File: config.mk
export PLATFORM = sky130hd
export DESIGN_NAME = grf_writeback
export DESIGN_NICKNAME = d
export VERILOG_FILES = /design/src/rtl/grf_writeback_pkg.sv /design/src/rtl/grf_writeback_wb_data_sel.sv /design/src/rtl/grf_writeback.sv
export SDC_FILE = /design/constraint.sdc
export NUM_CORES = 2
export LEC_CHECK = 0
export ABC_AREA = 0
export CAP_MARGIN = 40
export CORE_MARGIN = 8
export CORE_UTILIZATION = 50
export CTS_CLUSTER_SIZE = 40
export DETAILED_ROUTE_END_ITERATION = 7
export GPL_TIMING_DRIVEN = 0
export PLACE_DENSITY = 0.71
export SLEW_MARGIN = 20
export SYNTH_ARGS = -nofsm -noshare
export SYNTH_HDL_FRONTEND = slang
export SYNTH_SLANG_ARGS = --single-unit
File: constraint.sdc
create_clock -name clk -period 8.6 [get_ports clk]
set_clock_uncertainty 0.15 [all_clocks]
set_input_delay 2.15 -clock clk [delete_from_list [all_inputs] [get_ports clk]]
set_output_delay 2.15 -clock clk [all_outputs]
set_load 0.01 [all_outputs]
File: src/rtl/grf_writeback_pkg.sv
// rtl/grf_writeback_pkg.sv - shared widths and write-back source encodings for the W stage
// The WD_* encodings are also used by the controller that drives W_WDSel.
package grf_writeback_pkg;

  localparam int unsigned GRF_DATA_W = 32;
  localparam int unsigned GRF_NREG   = 32;
  localparam int unsigned GRF_ADDR_W = 5;

  typedef enum logic [2:0] {
    WD_ALU = 3'd0,
    WD_DM  = 3'd1,
    WD_PC8 = 3'd2,
    WD_MDU = 3'd3,
    WD_CP0 = 3'd4,
    WD_EXT = 3'd5
  } wd_sel_e;

endpackage

File: src/rtl/grf_writeback_wb_data_sel.sv
// rtl/grf_writeback_wb_data_sel.sv - combinational write-back source mux incl. PC+8 link value
// Unused encodings (6/7) and unknown selects yield zero.
module wb_data_sel
  import grf_writeback_pkg::*;
#(
  parameter int unsigned DATA_W = GRF_DATA_W
) (
  input  logic [2:0]        i_sel,
  input  logic [DATA_W-1:0] i_pc,
  input  logic [DATA_W-1:0] i_alu,
  input  logic [DATA_W-1:0] i_mdu,
  input  logic [DATA_W-1:0] i_dm,
  input  logic [DATA_W-1:0] i_cp0,
  input  logic [DATA_W-1:0] i_ext,
  output logic [DATA_W-1:0] o_wd
);

  logic [DATA_W-1:0] w_pc8;

  assign w_pc8 = i_pc + {{(DATA_W-4){1'b0}}, 4'd8};

  always_comb begin
    o_wd = '0;
    case (i_sel)
      WD_ALU:  o_wd = i_alu;
      WD_DM:   o_wd = i_dm;
      WD_PC8:  o_wd = w_pc8;
      WD_MDU:  o_wd = i_mdu;
      WD_CP0:  o_wd = i_cp0;
      WD_EXT:  o_wd = i_ext;
      default: o_wd = '0;
    endcase
  end

endmodule

File: src/rtl/grf_writeback.sv
// rtl/grf_writeback.sv - W-stage write-back: GRF array, bypassed D-stage reads, commit trace, retire count
// Register $0 is never stored; reads of address 0 return zero.
module grf_writeback
  import grf_writeback_pkg::*;
#(
  parameter int unsigned DATA_W = GRF_DATA_W,
  parameter int unsigned NREG   = GRF_NREG,
  parameter int unsigned ADDR_W = GRF_ADDR_W
) (
  input  logic              clk,
  input  logic              reset,
  input  logic              W_valid,
  input  logic [31:0]       W_PC,
  input  logic              W_RegWrite,
  input  logic [ADDR_W-1:0] W_RegAddr,
  input  logic [2:0]        W_WDSel,
  input  logic [DATA_W-1:0] W_ALU,
  input  logic [DATA_W-1:0] W_MDU,
  input  logic [DATA_W-1:0] W_DM,
  input  logic [DATA_W-1:0] W_CP0,
  input  logic [DATA_W-1:0] W_EXT,
  input  logic [ADDR_W-1:0] D_rs_addr,
  input  logic [ADDR_W-1:0] D_rt_addr,
  output logic [DATA_W-1:0] D_rs_data,
  output logic [DATA_W-1:0] D_rt_data,
  output logic [DATA_W-1:0] W_WD,
  output logic              trace_valid,
  output logic [31:0]       trace_pc,
  output logic [ADDR_W-1:0] trace_addr,
  output logic [DATA_W-1:0] trace_data,
  output logic [31:0]       retire_cnt
);

  logic [DATA_W-1:0] r_regs [NREG];
  logic              r_trace_valid;
  logic [31:0]       r_trace_pc;
  logic [ADDR_W-1:0] r_trace_addr;
  logic [DATA_W-1:0] r_trace_data;
  logic [31:0]       r_retire_cnt;

  logic [DATA_W-1:0] w_wd;
  logic              w_wr_en;
  logic [31:0]       w_pc_ext;

  assign w_pc_ext = W_PC;

  wb_data_sel #(.DATA_W(DATA_W)) u_wb_data_sel (
    .i_sel (W_WDSel),
    .i_pc  (w_pc_ext[DATA_W-1:0]),
    .i_alu (W_ALU),
    .i_mdu (W_MDU),
    .i_dm  (W_DM),
    .i_cp0 (W_CP0),
    .i_ext (W_EXT),
    .o_wd  (w_wd)
  );

  assign w_wr_en = W_valid & W_RegWrite & (W_RegAddr != '0);
  assign W_WD    = w_wd;

  always_ff @(posedge clk or negedge reset) begin
    if (!reset) begin
      for (int i = 0; i < int'(NREG); i++) begin
        r_regs[i] <= '0;
      end
    end else if (w_wr_en) begin
      r_regs[W_RegAddr] <= w_wd;
    end
  end

  // Same-cycle W->D bypass so D never sees a stale value for the register being committed.
  always_comb begin
    D_rs_data = r_regs[D_rs_addr];
    if (D_rs_addr == '0) begin
      D_rs_data = '0;
    end else if (w_wr_en && (D_rs_addr == W_RegAddr)) begin
      D_rs_data = w_wd;
    end
  end

  always_comb begin
    D_rt_data = r_regs[D_rt_addr];
    if (D_rt_addr == '0) begin
      D_rt_data = '0;
    end else if (w_wr_en && (D_rt_addr == W_RegAddr)) begin
      D_rt_data = w_wd;
    end
  end

  always_ff @(posedge clk or negedge reset) begin
    if (!reset) begin
      r_trace_valid <= 1'b0;
      r_trace_pc    <= '0;
      r_trace_addr  <= '0;
      r_trace_data  <= '0;
    end else begin
      r_trace_valid <= w_wr_en;
      if (w_wr_en) begin
        r_trace_pc   <= W_PC;
        r_trace_addr <= W_RegAddr;
        r_trace_data <= w_wd;
      end
    end
  end

  // Counts retired instructions whether or not they write the GRF.
  always_ff @(posedge clk or negedge reset) begin
    if (!reset) begin
      r_retire_cnt <= '0;
    end else if (W_valid) begin
      r_retire_cnt <= r_retire_cnt + 32'd1;
    end
  end

  assign trace_valid = r_trace_valid;
  assign trace_pc    = r_trace_pc;
  assign trace_addr  = r_trace_addr;
  assign trace_data  = r_trace_data;
  assign retire_cnt  = r_retire_cnt;

endmodule

==> impl_results.md <==
* Status: finished with violations
* Failing checks: setup timing
* Post-synth EDFFs at 0
* Final Wtd Congestion at 1.10
* I/O pin count at roughly 410
* Total Wirelength at 333000 µm
* Number of distinct library cells after synthesis at 76
* NumNets Final at 6510
* Top_reg_cell synth: dfrtp_1
* Wirelength per Cell at around 42 µm
* Root buffer cell: clkbuf_16
* Maximum vdd drop at 185 µV
* GRT Resource Usage Total at 0.500
* Initial Util at 0.504
* Pre-CTS setup slack at -1.25 ns
* Slew Viols, Final at 0
* CTS tree: built
* DRC Markers at 0
* Crit share post-route at 1.03
* First-pass GRT wire length at 451000 µm
* Crit Path Category: in2out
* Leak Pwr at 30.7 nW
* Largest net degree at the start of global routing at 145
* Die height at about 360 µm
* Syn_nets at 5857
* Critical-path maximum fanout at 10
* Critical Path, Cell by Cell: clkdlybuf4s50_1 -> buf_8 -> buf_6 -> inv_2 -> buf_4 -> mux2i_1 -> o21ai_1 -> nor3_1 -> a211oi_2 -> clkdlybuf4s50_1
* Synthesis-stage register bit count at 1126
* Antenna Nets Post-Route at 0
* F_max at 113 MHz
* TritonCTS buffer count at approximately 120
* Ys async rst share at 1.00
* Most Frequent Cell on Critical Path: clkdlybuf4s50_1
* Core box area at around 120000 µm²
* Post-cts hold buffer count at 0
* Worst Path Arrival at 6.57 ns
* Die area at 130000 µm²
* Drt first pass iters at 7
* Sequential area share after synthesis at 0.474
* Worst setup margin at -0.267 ns
* Slowest stage delay, CP at ~0.66 ns
* Final hold vios at 0
* Worst setup SP type: primary input
* Clock buffer depth at 3
* PortBufs at 402
* Pwr/cell area at between 200 and 250 nW/µm²
* Vias per cell at 7.24
* Num rows at between 100 and 150
* Die X at between 300 and 400 µm
* Clock-pin slew on the worst setup and hold paths at 0.06 ns
* # H-tree levels at 3
* Synth-to-layout area growth at 20.4%
* Worst-Margin Slew at 1.02 ns
* Grt ovf at 0
* Mapped cell area at 59400 µm²
* Area after DPL at 66800 µm²
* Critical-path top delay cell: clkdlybuf4s50_1
* HP Class: reg2reg
* Rel. slew slack at 0.319
* RSZ-0062 raised after global routing: yes
* Element type at the critical path end: primary output
* Final critical-path required period at 8.87 ns
* Via count at between 50000 and 60000
* Clk sinks at 1126
* Required @ worst endpoint at 6.30 ns
* Share of layout cells above drive strength 1 at 0.168
* Syn avg cell area at 10.5 µm²
* Vias in the first global route at between 50000 and 60000
* Final instance area at just over 70000 µm²
* 1st-iter DRT viols at ~10000
* Setup tns final at -2.45 ns
* Setup Fix Bufs, Post-CTS at 0
* YS warnings at 0
* Setup Viol. Count Final at 27
* Antenna violations before repair at 31
* Final HPWL DP at ~250000 µm
* Clock latency on the worst-skew pair at 0.81 ns
* Max-Cap Viols at 0
* Synth Instances at 5641
cell usage after synthesis (all sizes together), types with 3 or more instances:
| cell type | n | area share |
|---|---|---|
| dfrtp | 1126 | 0.47 |
| nor2 | 899 | 0.057 |
| a21oi | 857 | 0.073 |
| mux4 | 421 | 0.16 |
| nand2 | 415 | 0.026 |
| clkbuf | 381 | 0.025 |
| mux2i | 316 | 0.053 |
| o21ai | 311 | 0.026 |
| buf | 202 | 0.022 |
| nor3 | 79 | 0.0068 |
| a22oi | 77 | 0.0098 |
| a211oi | 74 | 0.0093 |
| nand3 | 72 | 0.0061 |
| o22ai | 67 | 0.0071 |
| inv | 45 | 0.0028 |
| xnor2 | 40 | 0.0059 |
| a221oi | 38 | 0.0058 |
| xor2 | 25 | 0.0037 |
| a31oi | 18 | 0.0019 |
| a22o | 17 | 0.0025 |
| nand4 | 17 | 0.0019 |
| nor2b | 15 | 0.0016 |
| a221o | 13 | 0.0022 |
| nor4 | 13 | 0.0017 |
| and3 | 12 | 0.0013 |
| nand2b | 12 | 0.0013 |
| mux2 | 11 | 0.0021 |
| and2 | 10 | 0.0011 |
| and4 | 9 | 0.0014 |
| o22a | 5 | 0.00074 |
| or2 | 5 | 0.00053 |
| a21o | 4 | 0.00051 |
| a222oi | 3 | 0.00051 |
| nor3b | 3 | 0.00046 |
| or3 | 3 | 0.00032 |
kinds of logic (layout without fill, tap and decap cells):
| family | count (synthesis) | in the layout | synth area share |
|---|---|---|---|
| XOR/XNOR | 65 | 65 | 0.00958 |
| adder cells (fa/ha/maj) | 2 | 2 | 0.000421 |
| multiplexers | 748 | 748 | 0.216 |
| buffers and inverters | 631 | 1377 | 0.0496 |
| other | 0 | 20 | 0 |
| flip-flops | 1126 | 1126 | 0.474 |
| AND/OR/NAND/NOR | 1569 | 1569 | 0.108 |
| AO/OA/AOI/OAI | 1500 | 1500 | 0.143 |
where the power goes:
group	switching [mW]	internal [mW]	leakage, nW
registers	0.819	6.22	14.5
logic	2.46	1.81	14.3
clock network	2.43	3.07	1.97
routing by layer:
metal  part of all wire  GRT usage  up-vias
met4               0.10      0.371       34
met2               0.40      0.683     5293
li1                   -          -    21700
met1               0.34      0.605    28900
met3               0.15      0.247     1608
met5             0.0017     0.0226        -
critical path, delay by kind of cell:
kind                   cells  cell delay (ns)
muxes                      1             0.41
and+or+nand+nor            1             0.12
buffers and inverters      6             2.84
AOI/OAI and AO/OA          2             0.98
registers in the layout, indices dropped and copies added, names as in the netlist:
| register | cells |
|---|---|
| r_regs | 1024 |
| retire_cnt | 32 |
| trace_data | 32 |
| trace_pc | 32 |
| trace_addr | 5 |
| trace_valid | 1 |
layout by cell type (no fill, tap or decap), types with 16 or more instances in the layout:
cell,Yosys,routed
nand4_1,16,16
buf_2,113,112
a21oi_2,20,26
xor2_1,25,25
buf_8,5,24
o22ai_1,67,66
a21oi_1,837,831
xnor2_1,40,40
nor2_2,0,17
a211oi_1,74,58
buf_6,23,85
clkbuf_2,1,30
clkbuf_8,5,23
diode_2,0,20
nor3_1,77,75
o21ai_0,286,281
mux4_2,409,409
buf_4,40,73
nand2_1,414,413
clkbuf_1,375,368
a22o_1,17,17
inv_1,44,44
dfrtp_1,1126,1126
clkinv_2,0,16
o21ai_1,21,26
a22oi_1,76,73
nand3_1,72,72
clkdlybuf4s50_1,0,401
a31oi_1,18,18
a221oi_1,36,35
clkbuf_16,0,121
nor2_1,899,881
mux2i_1,316,315
metrics by stage:
| step | hold WS (ns) | power, mW | instances | util |
|---|---|---|---|---|
| after floorplan | 0.288 | 9.09 | 5641 | - |
| after global placement | 0.303 | 10.9 | 7579 | 0.554 |
| after detailed placement | 0.312 | 11.1 | 7678 | 0.566 |
| after CTS | 0.327 | 16.5 | 7894 | 0.602 |
| after global routing | 0.335 | 17.2 | 7925 | 0.606 |
| final | 0.328 | 16.8 | 7943 | 0.607 |
worst paths after layout:
kind                       cells past startpoint                        from  slack, ns                          to
min in group asynchronous                      1                       reset       1.08  retire_cnt[31]$_DFFE_PN0P_
max                                           10                D_rs_addr[1]      -0.27               D_rs_data[19]
min reg2reg                                    2    trace_pc[19]$_DFFE_PN0P_       0.33    trace_pc[19]$_DFFE_PN0P_
min                                            2    trace_pc[19]$_DFFE_PN0P_       0.33    trace_pc[19]$_DFFE_PN0P_
max reg2reg                                    6  retire_cnt[12]$_DFFE_PN0P_       6.28  retire_cnt[29]$_DFFE_PN0P_
max in group asynchronous                      5                       reset       4.36     r_regs[730]$_DFFE_PN0P_
layout make-up:
class | instances | area [µm²]
fillers | 9904 | 46400
multi-input cells | 3884 | 28500
flip-flops and latches | 1126 | 28200
repair buffers | 531 | 5650
clock buffers | 168 | 3380
plain buffers | 583 | 2930
well taps | 1536 | 1920
clock inverters | 48 | 711
inverters | 47 | 180
diodes | 20 | 50.0
timing repair:
action	4_1_cts	5_1_grt
cloned	0	0
pin swaps	0	1
gates resized for setup	51	43
setup endpoints to repair	57	34
(Power assumes the default switching activity.)
